File: src/rtl/cache_sa_wb_if.sv
// CPU request/response and block-memory signals of the set-associative cache.
// master = CPU plus memory side (the environment); slave = the cache.
interface cache_sa_wb_if #(
  parameter int ADDR_W = 10,
  parameter int WORDS  = 4,
  parameter int CNT_W  = 16
);
  logic                  reqValid, reqReady, isRead;
  logic [ADDR_W-1:0]     address;
  logic [31:0]           writeData;
  logic                  respValid, isHit;
  logic [31:0]           readData;
  logic                  memReq, memWe, memReady;
  logic [ADDR_W-1:0]     memAddress;
  logic [32*WORDS-1:0]   memWriteData, memReadData;
  logic [WORDS-1:0]      isDirty;
  logic [CNT_W-1:0]      hitCount, missCount;

  modport master (
    output reqValid, isRead, address, writeData, memReady, memReadData,
    input  reqReady, respValid, readData, isHit, memReq, memWe, memAddress,
           memWriteData, isDirty, hitCount, missCount
  );
  modport slave (
    input  reqValid, isRead, address, writeData, memReady, memReadData,
    output reqReady, respValid, readData, isHit, memReq, memWe, memAddress,
           memWriteData, isDirty, hitCount, missCount
  );
endinterface

File: src/rtl/cache_sa_wb.sv
// N-way set-associative write-back, write-allocate data cache with true-LRU
// replacement, multi-cycle block memory port and saturating hit/miss counters.
module cache_sa_wb #(
  parameter int ADDR_W = 10,
  parameter int WORDS  = 4,
  parameter int SETS   = 4,
  parameter int WAYS   = 2,
  parameter int CNT_W  = 16
) (
  input logic          clk,
  input logic          rstN,
  cache_sa_wb_if.slave bus
);
  localparam int WSEL_W = (WORDS > 1) ? $clog2(WORDS) : 1;
  localparam int OFF_W  = $clog2(WORDS) + 2;
  localparam int IDX_L  = $clog2(SETS);
  localparam int IDX_W  = (SETS > 1) ? IDX_L : 1;
  localparam int TAG_W  = ADDR_W - OFF_W - IDX_L;
  localparam int WAY_W  = (WAYS > 1) ? $clog2(WAYS) : 1;

  typedef enum logic [2:0] {IDLE, LOOKUP, WRITEBACK, REFILL, RESPOND} state_t;
  state_t state, nxt;

  logic [SETS-1:0][WAYS-1:0]            valid_q;
  logic [SETS-1:0][WAYS-1:0][WORDS-1:0] dirty_q;
  logic [TAG_W-1:0]                     tag_q  [SETS][WAYS];
  logic [WORDS-1:0][31:0]               data_q [SETS][WAYS];
  logic [WAY_W-1:0]                     age_q  [SETS][WAYS];

  logic              req_rd, first_q, hit_q;
  logic [ADDR_W-1:0] req_addr;
  logic [31:0]       req_wdata, rdata_q;
  logic [WAY_W-1:0]  vic_q;
  logic [CNT_W-1:0]  hit_cnt, miss_cnt;

  logic [WSEL_W-1:0] req_word;
  logic [IDX_W-1:0]  req_idx;
  logic [TAG_W-1:0]  req_tag;
  assign req_word = WSEL_W'(req_addr >> 2) & WSEL_W'(WORDS - 1);
  assign req_idx  = IDX_W'(req_addr >> OFF_W) & IDX_W'(SETS - 1);
  assign req_tag  = TAG_W'(req_addr >> (OFF_W + IDX_L));

  function automatic logic [ADDR_W-1:0] blk_addr(input logic [TAG_W-1:0] t,
                                                 input logic [IDX_W-1:0] i);
    return (ADDR_W'(t) << (OFF_W + IDX_L)) | (ADDR_W'(i) << OFF_W);
  endfunction

  // Tag match plus victim choice: first invalid way, else the oldest way.
  logic             hit, found_inv, vic_dirty;
  logic [WAY_W-1:0] hit_way, vic;
  always_comb begin
    hit       = 1'b0;
    hit_way   = '0;
    found_inv = 1'b0;
    vic       = '0;
    for (int w = 0; w < WAYS; w++) begin
      if (!hit && valid_q[req_idx][w] && tag_q[req_idx][w] == req_tag) begin
        hit     = 1'b1;
        hit_way = WAY_W'(w);
      end
      if (!found_inv && !valid_q[req_idx][w]) begin
        found_inv = 1'b1;
        vic       = WAY_W'(w);
      end
    end
    if (!found_inv)
      for (int w = 0; w < WAYS; w++)
        if (age_q[req_idx][w] == WAY_W'(WAYS - 1)) vic = WAY_W'(w);
    vic_dirty = valid_q[req_idx][vic] && |dirty_q[req_idx][vic];
  end

  always_ff @(posedge clk or negedge rstN)
    if (!rstN) state <= IDLE;
    else       state <= nxt;

  always_comb begin
    nxt              = state;
    bus.reqReady     = 1'b0;
    bus.respValid    = 1'b0;
    bus.memReq       = 1'b0;
    bus.memWe        = 1'b0;
    bus.memAddress   = '0;
    bus.memWriteData = '0;
    bus.isDirty      = '0;
    case (state)
      IDLE: begin
        bus.reqReady = 1'b1;
        if (bus.reqValid) nxt = LOOKUP;
      end
      LOOKUP:
        if (hit)            nxt = RESPOND;
        else if (vic_dirty) nxt = WRITEBACK;
        else                nxt = REFILL;
      WRITEBACK: begin
        bus.memReq       = 1'b1;
        bus.memWe        = 1'b1;
        bus.memAddress   = blk_addr(tag_q[req_idx][vic_q], req_idx);
        bus.memWriteData = data_q[req_idx][vic_q];
        bus.isDirty      = dirty_q[req_idx][vic_q];
        if (bus.memReady) nxt = REFILL;
      end
      REFILL: begin
        bus.memReq     = 1'b1;
        bus.memAddress = blk_addr(req_tag, req_idx);
        if (bus.memReady) nxt = LOOKUP;
      end
      RESPOND: begin
        bus.respValid = 1'b1;
        nxt           = IDLE;
      end
      default: nxt = IDLE;
    endcase
  end

  assign bus.readData  = rdata_q;
  assign bus.isHit     = hit_q;
  assign bus.hitCount  = hit_cnt;
  assign bus.missCount = miss_cnt;

  // first_q marks the initial lookup; the lookup after a refill is not counted.
  always_ff @(posedge clk or negedge rstN) begin
    if (!rstN) begin
      valid_q   <= '0;
      dirty_q   <= '0;
      for (int s = 0; s < SETS; s++)
        for (int w = 0; w < WAYS; w++) age_q[s][w] <= WAY_W'(w);
      req_rd    <= 1'b0;
      req_addr  <= '0;
      req_wdata <= '0;
      first_q   <= 1'b0;
      hit_q     <= 1'b0;
      rdata_q   <= '0;
      vic_q     <= '0;
      hit_cnt   <= '0;
      miss_cnt  <= '0;
    end else begin
      case (state)
        IDLE:
          if (bus.reqValid) begin
            req_rd    <= bus.isRead;
            req_addr  <= bus.address;
            req_wdata <= bus.writeData;
            first_q   <= 1'b1;
          end
        LOOKUP: begin
          first_q <= 1'b0;
          if (hit) begin
            if (first_q) begin
              hit_q <= 1'b1;
              if (hit_cnt != {CNT_W{1'b1}}) hit_cnt <= hit_cnt + 1'b1;
            end
            if (req_rd) rdata_q <= data_q[req_idx][hit_way][req_word];
            else begin
              rdata_q <= '0;
              dirty_q[req_idx][hit_way][req_word] <= 1'b1;
            end
            for (int w = 0; w < WAYS; w++)
              if (age_q[req_idx][w] < age_q[req_idx][hit_way])
                age_q[req_idx][w] <= age_q[req_idx][w] + 1'b1;
            age_q[req_idx][hit_way] <= '0;
          end else begin
            hit_q <= 1'b0;
            vic_q <= vic;
            if (miss_cnt != {CNT_W{1'b1}}) miss_cnt <= miss_cnt + 1'b1;
          end
        end
        REFILL:
          if (bus.memReady) begin
            valid_q[req_idx][vic_q] <= 1'b1;
            dirty_q[req_idx][vic_q] <= '0;
          end
        default: ;
      endcase
    end
  end

  always_ff @(posedge clk) begin
    if (state == LOOKUP && hit && !req_rd)
      data_q[req_idx][hit_way][req_word] <= req_wdata;
    if (state == REFILL && bus.memReady) begin
      data_q[req_idx][vic_q] <= bus.memReadData;
      tag_q[req_idx][vic_q]  <= req_tag;
    end
  end
endmodule

File: src/flat_wrapper.sv
// flat-port wrapper written by rule: the top's interface ports become plain ports
module cache_sa_wb_flat 
#(
  parameter int ADDR_W = 10,
  parameter int WORDS  = 4,
  parameter int SETS   = 4,
  parameter int WAYS   = 2,
  parameter int CNT_W  = 16
)
  (clk, rstN, bus_reqValid, bus_isRead, bus_address, bus_writeData, bus_memReady, bus_memReadData, bus_reqReady, bus_respValid, bus_readData, bus_isHit, bus_memReq, bus_memWe, bus_memAddress, bus_memWriteData, bus_isDirty, bus_hitCount, bus_missCount);
  cache_sa_wb_if #(.ADDR_W(ADDR_W), .WORDS(WORDS), .CNT_W(CNT_W)) bus_i ();
  input logic clk;
  input logic rstN;
  input wire logic [$bits(bus_i.reqValid)-1:0] bus_reqValid;
  input wire logic [$bits(bus_i.isRead)-1:0] bus_isRead;
  input wire logic [$bits(bus_i.address)-1:0] bus_address;
  input wire logic [$bits(bus_i.writeData)-1:0] bus_writeData;
  input wire logic [$bits(bus_i.memReady)-1:0] bus_memReady;
  input wire logic [$bits(bus_i.memReadData)-1:0] bus_memReadData;
  output wire logic [$bits(bus_i.reqReady)-1:0] bus_reqReady;
  output wire logic [$bits(bus_i.respValid)-1:0] bus_respValid;
  output wire logic [$bits(bus_i.readData)-1:0] bus_readData;
  output wire logic [$bits(bus_i.isHit)-1:0] bus_isHit;
  output wire logic [$bits(bus_i.memReq)-1:0] bus_memReq;
  output wire logic [$bits(bus_i.memWe)-1:0] bus_memWe;
  output wire logic [$bits(bus_i.memAddress)-1:0] bus_memAddress;
  output wire logic [$bits(bus_i.memWriteData)-1:0] bus_memWriteData;
  output wire logic [$bits(bus_i.isDirty)-1:0] bus_isDirty;
  output wire logic [$bits(bus_i.hitCount)-1:0] bus_hitCount;
  output wire logic [$bits(bus_i.missCount)-1:0] bus_missCount;
  assign bus_i.reqValid = bus_reqValid;
  assign bus_i.isRead = bus_isRead;
  assign bus_i.address = bus_address;
  assign bus_i.writeData = bus_writeData;
  assign bus_i.memReady = bus_memReady;
  assign bus_i.memReadData = bus_memReadData;
  assign bus_reqReady = bus_i.reqReady;
  assign bus_respValid = bus_i.respValid;
  assign bus_readData = bus_i.readData;
  assign bus_isHit = bus_i.isHit;
  assign bus_memReq = bus_i.memReq;
  assign bus_memWe = bus_i.memWe;
  assign bus_memAddress = bus_i.memAddress;
  assign bus_memWriteData = bus_i.memWriteData;
  assign bus_isDirty = bus_i.isDirty;
  assign bus_hitCount = bus_i.hitCount;
  assign bus_missCount = bus_i.missCount;
  cache_sa_wb #(.ADDR_W(ADDR_W), .WORDS(WORDS), .SETS(SETS), .WAYS(WAYS), .CNT_W(CNT_W)) u_core (.clk(clk), .rstN(rstN), .bus(bus_i));
endmodule
File: config.mk
export PLATFORM = sky130hd
export DESIGN_NAME = cache_sa_wb_flat
export DESIGN_NICKNAME = d
export VERILOG_FILES = /design/src/rtl/cache_sa_wb_if.sv /design/src/rtl/cache_sa_wb.sv /design/src/flat_wrapper.sv
export SDC_FILE = /design/constraint.sdc
export NUM_CORES = 2
export LEC_CHECK = 0
export BUFFER_PORTS_ARGS = -buffer_cell sky130_fd_sc_hd__clkbuf_2
export CAP_MARGIN = 20
export CORE_MARGIN = 1.5
export CORE_UTILIZATION = 35
export CTS_BUF_LIST = sky130_fd_sc_hd__clkbuf_4 sky130_fd_sc_hd__clkbuf_8
export DETAILED_ROUTE_END_ITERATION = 12
export SYNTH_ARGS = -nofsm -noshare
export SYNTH_HDL_FRONTEND = slang
export SYNTH_SLANG_ARGS = --single-unit
File: constraint.sdc
create_clock -name clk -period 11.25 [get_ports clk]
set_clock_uncertainty 0.05 [all_clocks]
set_input_delay 0.5625 -clock clk [delete_from_list [all_inputs] [get_ports clk]]
set_output_delay 0.5625 -clock clk [all_outputs]
set_load 0.01 [all_outputs]
* Word-level counts from Yosys, hierarchy flattened *
Memory sizes are Yosys's and may differ from the RTL's.
Cells that the tools add are included.
Widths: inputs -> output; s select.

operators by class
  add/sub/neg operators = 4
  magnitude comparators = 17
  equality and inequality tests = 14
  mux-type cells = 357
  bitwise logic cells = 268
  reductions and logical operators = 33

operators with widths
  cell                   number
  $mux 128               9
  $mux 256               2
  $mux 1                 284
  $demux 128 s1          2
  $or 1x1->1             256
  $mux 32                6
  $mux 8                 10
  $bmux 32 s2            1
  $demux 32 s2           1
  $pmux 32 s2            1
  $mux 4                 11
  $add 16x1->16 const B  2
  $and 32x32->32         1
  $demux 8 s2            2
  $ne 16x16->1 const B   2
  $not 32->32            1
  $or 32x32->32          1
  $or 10x6->10           2
  $pmux 10 s2            1
  $bmux 8 s2             1
  $bwmux 8               2
  $demux 2 s2            4
  $logic_and 1x1->1      15
  $demux 4 s1            3
  other kinds (37)       73

word-level totals
  register bits = 161
  bits in writable memories = 1056
  input bits = 175
  output and inout port bits = 211
  logic and storage cells = 725
  memories = 2

memory list
  memory         words  width  rd ports  clocked after Yosys merged registers in  write ports  RTL line           text
  u_core.data_q  4      256    1         0                                        1            cache_sa_wb.sv:27  logic [WORDS-1:0][31:0] data_q [SETS][WAYS];
  u_core.tag_q   4      8      1         0                                        1            cache_sa_wb.sv:26  logic [TAG_W-1:0] tag_q [SETS][WAYS];

* Depth between registers and ports, before layout *
  depth in word-level cells = 21
  mapped depth = 13
  depth with buffers taken out = 8

* Worst setup path before layout *
No wires, ideal clock.

  kind = flip-flop to flip-flop
  from = register u_core.req_addr[4]
  to = memory u_core.data_q[0][32] (netlist bit), enable pin
  setup time = 0.432 ns
  arrival = 3.915 ns
  required time = 10.768 ns
  setup slack = 6.853 ns
  cell stages (with the launch flop) = 12
  buffers on the path = 4
  clock period less this slack = 4.397 ns
  cells stage by stage = dfrtp_1 buf_4 buf_6 mux4_2 xnor2_1 and3_1 o211ai_1 buf_4 buf_6 nor3_4 nand2_1 a21oi_1

between the ends
  cells in the longest elaborated chain, start to end = 15
  elaborated cells between the ends (all ways) = 23
  classes of those cells = order compare (2); eq/ne (2); mux (9); bitwise (2); reduce/logical (7); memory (1)

RTL lines
  item                                                                   RTL line            text
  from (decl)                                                            cache_sa_wb.sv:31   logic [ADDR_W-1:0] req_addr;
  from (signal assigned)                                                 cache_sa_wb.sv:141  req_addr <= bus.address;
  $mem_v2 4x8 / $bmux 2 s2 (equally long branches)                       --
  $eq 4x4->1 / $mux 2 (equally long branches)                            cache_sa_wb.sv:57   if (!hit && valid_q[req_idx][w] && tag_q[req_idx][w] == req_tag) begin
  $logic_and 1x1->1                                                      cache_sa_wb.sv:57
  $mux 1                                                                 cache_sa_wb.sv:57
  $logic_not 1->1                                                        cache_sa_wb.sv:57
  $logic_and 1x1->1 (2 in a row)                                         cache_sa_wb.sv:57
  $mux 1                                                                 cache_sa_wb.sv:57
  $not 1->2 (implied by the code)                                        cache_sa_wb.sv:179  data_q[req_idx][hit_way][req_word] <= req_wdata;
  $ge 2x2->1 (implied by the code) / $lt 2x1->1 (equally long branches)  cache_sa_wb.sv:179
  $logic_and 1x1->1 (implied by the code)                                cache_sa_wb.sv:179
  $mux 128 (implied by the code)                                         cache_sa_wb.sv:179
  $demux 128 s1                                                          cache_sa_wb.sv:179
  $mux 256 (implied by the code)                                         cache_sa_wb.sv:179
  $or 1x1->1 (no line)                                                   --
  to (decl)                                                              cache_sa_wb.sv:27

Parallel ways exist; a longest one is shown, timed or not. The select of a mux whose other input is x is not followed.

* Worst setup path after layout *
  from = register u_core.req_addr[5]
  to = output bus_memWriteData[76]

between the ends
  cells in the longest elaborated chain, start to end = 5

RTL lines
  item                                         RTL line            text
  $mem_v2 4x256                                --
  $mux 128 (implied by the code) (3 in a row)  cache_sa_wb.sv:98   bus.memWriteData = data_q[req_idx][vic_q];
  $mux 128                                     cache_sa_wb.sv:85   case (state)
  to (decl)                                    flat_wrapper.sv:27  output wire logic [$bits(bus_i.memWriteData)-1:0] bus_memWriteData;

No other way between the ends. The select of a mux whose other input is x is not followed.

==> reports/metrics.csv <==
metric,value,unit
area taken by multi-input logic gates,14900,sq um
FF-to-FF setup slack,5840,ps
number of setup buffers added after CTS,0,
clock buffer count from CTS,199,
drt pass-1 iters,6,
RSZ-0062 raised after global routing,false,
later-pin clock latency in the skew report,910,ps
"most common cell after layout, fill and taps aside",edfxtp_1,
DR vias,33996,
Mapped Area,51200,sq um
htree depth,4,
worst reg2reg endpoint,u_core.data_q[0][245]$_DFFE_PP_,
status,completed,
wire per inst,29.6,um
starting density of the core,0.352,
min Tclk post-route,5700,ps
CTS root buf,clkbuf_8,
Synth Register Bits,1215,
I/O Pins,386,
cell count after synthesis,3387,
hold_ws,75.4,ps
Leak,22.5,nW
DRT Wirelength,180000,um
hpwl dp,109000,um
number of global-route vias before repair,33009,
met1 usage,0.324,
Post-synth ARST share,0.131,
num rows,140,
PD cells,273,nW/um^2
Least-Margin Pin Slew,1220,ps
utilization after layout,0.421,
largest family of logic cells by synthesized area,multiplexers,
Core Footprint,145000,sq um
grt ovf,0,
"leading cell types in the layout, fill and taps excluded","edfxtp_1, nand2_1, clkbuf_2, mux4_2, clkbuf_8",
worst setup margin,5550,ps
Synth Area in Simple Gates,0.0941,
post-placement worst setup slack,5960,ps
Final Hold Fails,0,
vias per cell,5.59,
CTS resizes,0,
fin crit share,0.507,
Die Ht,385,um
gpl congestion,0.806,
met2 Use GR,0.362,
slew margin rel.,0.190,
# DRC,0,
Setup Crit Path Kind,flip-flop to output pin,
GRT Max-Usage Layer,met2,
Adder-Cell Fraction of Synth Area,0.000489,
Synth Area in Compound Gates,0.0369,
clock buffer depth,3,
worst hold path depth,3,
number of synthesized flops with an enable pin,1056,
first-pass GRT wire length,247000,um
post-route ant nets,0,
Final setup violation count,0,
setup TNS,0,ps
Most used DFF post-synth,edfxtp_1,
Worst-path clk slew,60,ps
die area,149000,sq um
iteration-0 DRC count of the detailed router,4415,
Max Clk Rate,175,MHz
final cell count without fillers,6078,
port buffer count,379,
fin nets,4158,
MaxCap Viol Count,0,
register area share after synthesis,0.697,
Cell variety after synth,61,
initial antenna violation count,24,
CP endpoint kind,output pin,
fraction of layout cells with a size suffix above 1,0.286,
end of the worst hold path,u_core.data_q[2][50]$_DFFE_PP_,
worst vdd ir,0.000165,V
Layout fillers,13226,
Yosys warnings,0,
Synth Area in XOR/XNOR,0.00650,
RR Startpoint,u_core.req_addr[5]$_DFFE_PN0P_,
worst reg-to-reg path cell count,9,
die width,385,um
final count of pins violating max slew,0,
GRT met3 Usage,0.0649,
Required @ worst endpoint,10640,ps
mux cell area share after synthesis,0.146,
clk sinks,1215,
crit start category,flip-flop,
Hold Startpoint,bus_memReadData[50],
largest net degree at the start of global routing,137,
Syn-to-layout area delta,19.7,%
critical-path maximum fanout,68,
Register Area,35700,sq um
placed insts,5543,
GRT Total Usage,0.239,
Arrival @ worst endpoint,5090,ps
Hold/Removal Path Class,primary input to flip-flop,
CTS tree,built,
Avg Inst Size Synth,15.1,sq um
-- worst max-delay path by stage --
stage / start / to / slack (ps) / cells after the start
after floorplan: u_core.req_addr[4]$_DFFE_PN0P_ / u_core.data_q[0][32]$_DFFE_PP_ / 6850 / 11
after global placement: u_core.req_addr[5]$_DFFE_PN0P_ / u_core.data_q[1][230]$_DFFE_PP_ / 5960 / 9
after detailed placement: u_core.req_addr[5]$_DFFE_PN0P_ / u_core.data_q[1][230]$_DFFE_PP_ / 5960 / 9
after CTS: u_core.req_addr[5]$_DFFE_PN0P_ / bus_memWriteData[76] / 5480 / 7
after global routing: u_core.req_addr[5]$_DFFE_PN0P_ / bus_memWriteData[120] / 5420 / 7
final: u_core.req_addr[5]$_DFFE_PN0P_ / bus_memWriteData[76] / 5550 / 7
-- state kept, by name, indices dropped and copies added, names as in the netlist --
| name | count |
|---|---|
| u_core.bus.readData | 32 |
| u_core.data_q | 1024 |
| u_core.valid_q | 8 |
| u_core.req_wdata | 32 |
| u_core.req_addr | 8 |
| u_core.state | 3 |
| u_core.tag_q | 32 |
| u_core.bus.hitCount | 16 |
| u_core.req_rd | 1 |
| u_core.bus.missCount | 16 |
| u_core.bus.isHit | 1 |
| u_core.vic_q | 1 |
| u_core.age_q | 8 |
| u_core.dirty_q | 32 |
| u_core.first_q | 1 |
-- Yosys cell counts (all sizes together), types with 3 or more instances --
library cell  count  area share
a211oi           14      0.0021
a21oi           184       0.018
a221oi            3     0.00051
a311oi            3     0.00051
a31oi            18      0.0022
a32o              4     0.00078
and2              9      0.0011
and3              9      0.0011
and4              3     0.00051
buf              85      0.0085
clkbuf          129      0.0095
dfrtp           155       0.076
dfstp             4      0.0021
edfxtp         1056        0.62
inv              14      0.0010
mux2             46       0.010
mux2i            38      0.0074
mux4            291        0.13
nand2           990       0.073
nand2b           15      0.0018
nand3            21      0.0021
nand4            11      0.0013
nor2             54      0.0040
nor2b            11      0.0013
nor3             56      0.0060
nor3b             5     0.00073
nor4              4     0.00049
o211ai            4     0.00059
o21ai            64      0.0063
o221ai            4     0.00068
o22ai             7     0.00086
o31ai            11      0.0016
or2               3     0.00037
or3               3     0.00037
xnor2            27      0.0046
xor2             11      0.0019
-- logic make-up after synthesis --
logic type	Yosys count
other	1
flip-flops	1215
buffers and inverters	229
XOR/XNOR	38
AND/OR/NAND/NOR	1196
AO/OA/AOI/OAI	331
adder cells (fa/ha/maj)	2
multiplexers	375
-- power by group --
group          total [W]  switching (W)  internal (W)
clock            0.00399        0.00184       0.00216
sequential       0.00661       0.000408       0.00620
combinational    0.00611        0.00407       0.00204
total             0.0167        0.00631        0.0104
-- per-layer routing --
metal  wire length [um]  share of wire
met1              69800           0.39
met2              81600           0.45
met3              21100           0.12
met4               7080          0.039
met5                 66        0.00037
-- worst max-delay path: stages, from the launching register on --
cell	delay [ps]
dfrtp_4	390
buf_4	630
buf_4	860
buf_4	920
mux4_2	410
nand2_1	60
a21oi_1	520
clkbuf_2	240
-- metrics by stage --
| step | power, W | instance area (sq um) |
|---|---|---|
| 2_1_floorplan | 0.0103 | 51200 |
| 3_5_place_dp | 0.0127 | 55500 |
| 4_1_cts | 0.0167 | 61200 |
| 5_1_grt | 0.0174 | 61200 |
| 6_report | 0.0167 | 61300 |
| 3_3_place_gp | 0.0126 | 55500 |
-- repair_timing --
action / in CTS / in global routing
endpoints found under the setup margin: 0 / 0
hold endpoints to repair: 920 / 0
hold buffers: 154 / 0
-- area by class of cell --
cell class              count  area share
multi-input cells        1946       0.243
repair buffers            604      0.0661
well taps                1917      0.0392
flip-flops and latches   1215       0.583
diodes                     10    0.000408
clock buffers             298      0.0596
inverters                  15     0.00100
clock inverters            73     0.00819
(Power assumes the default switching activity.)
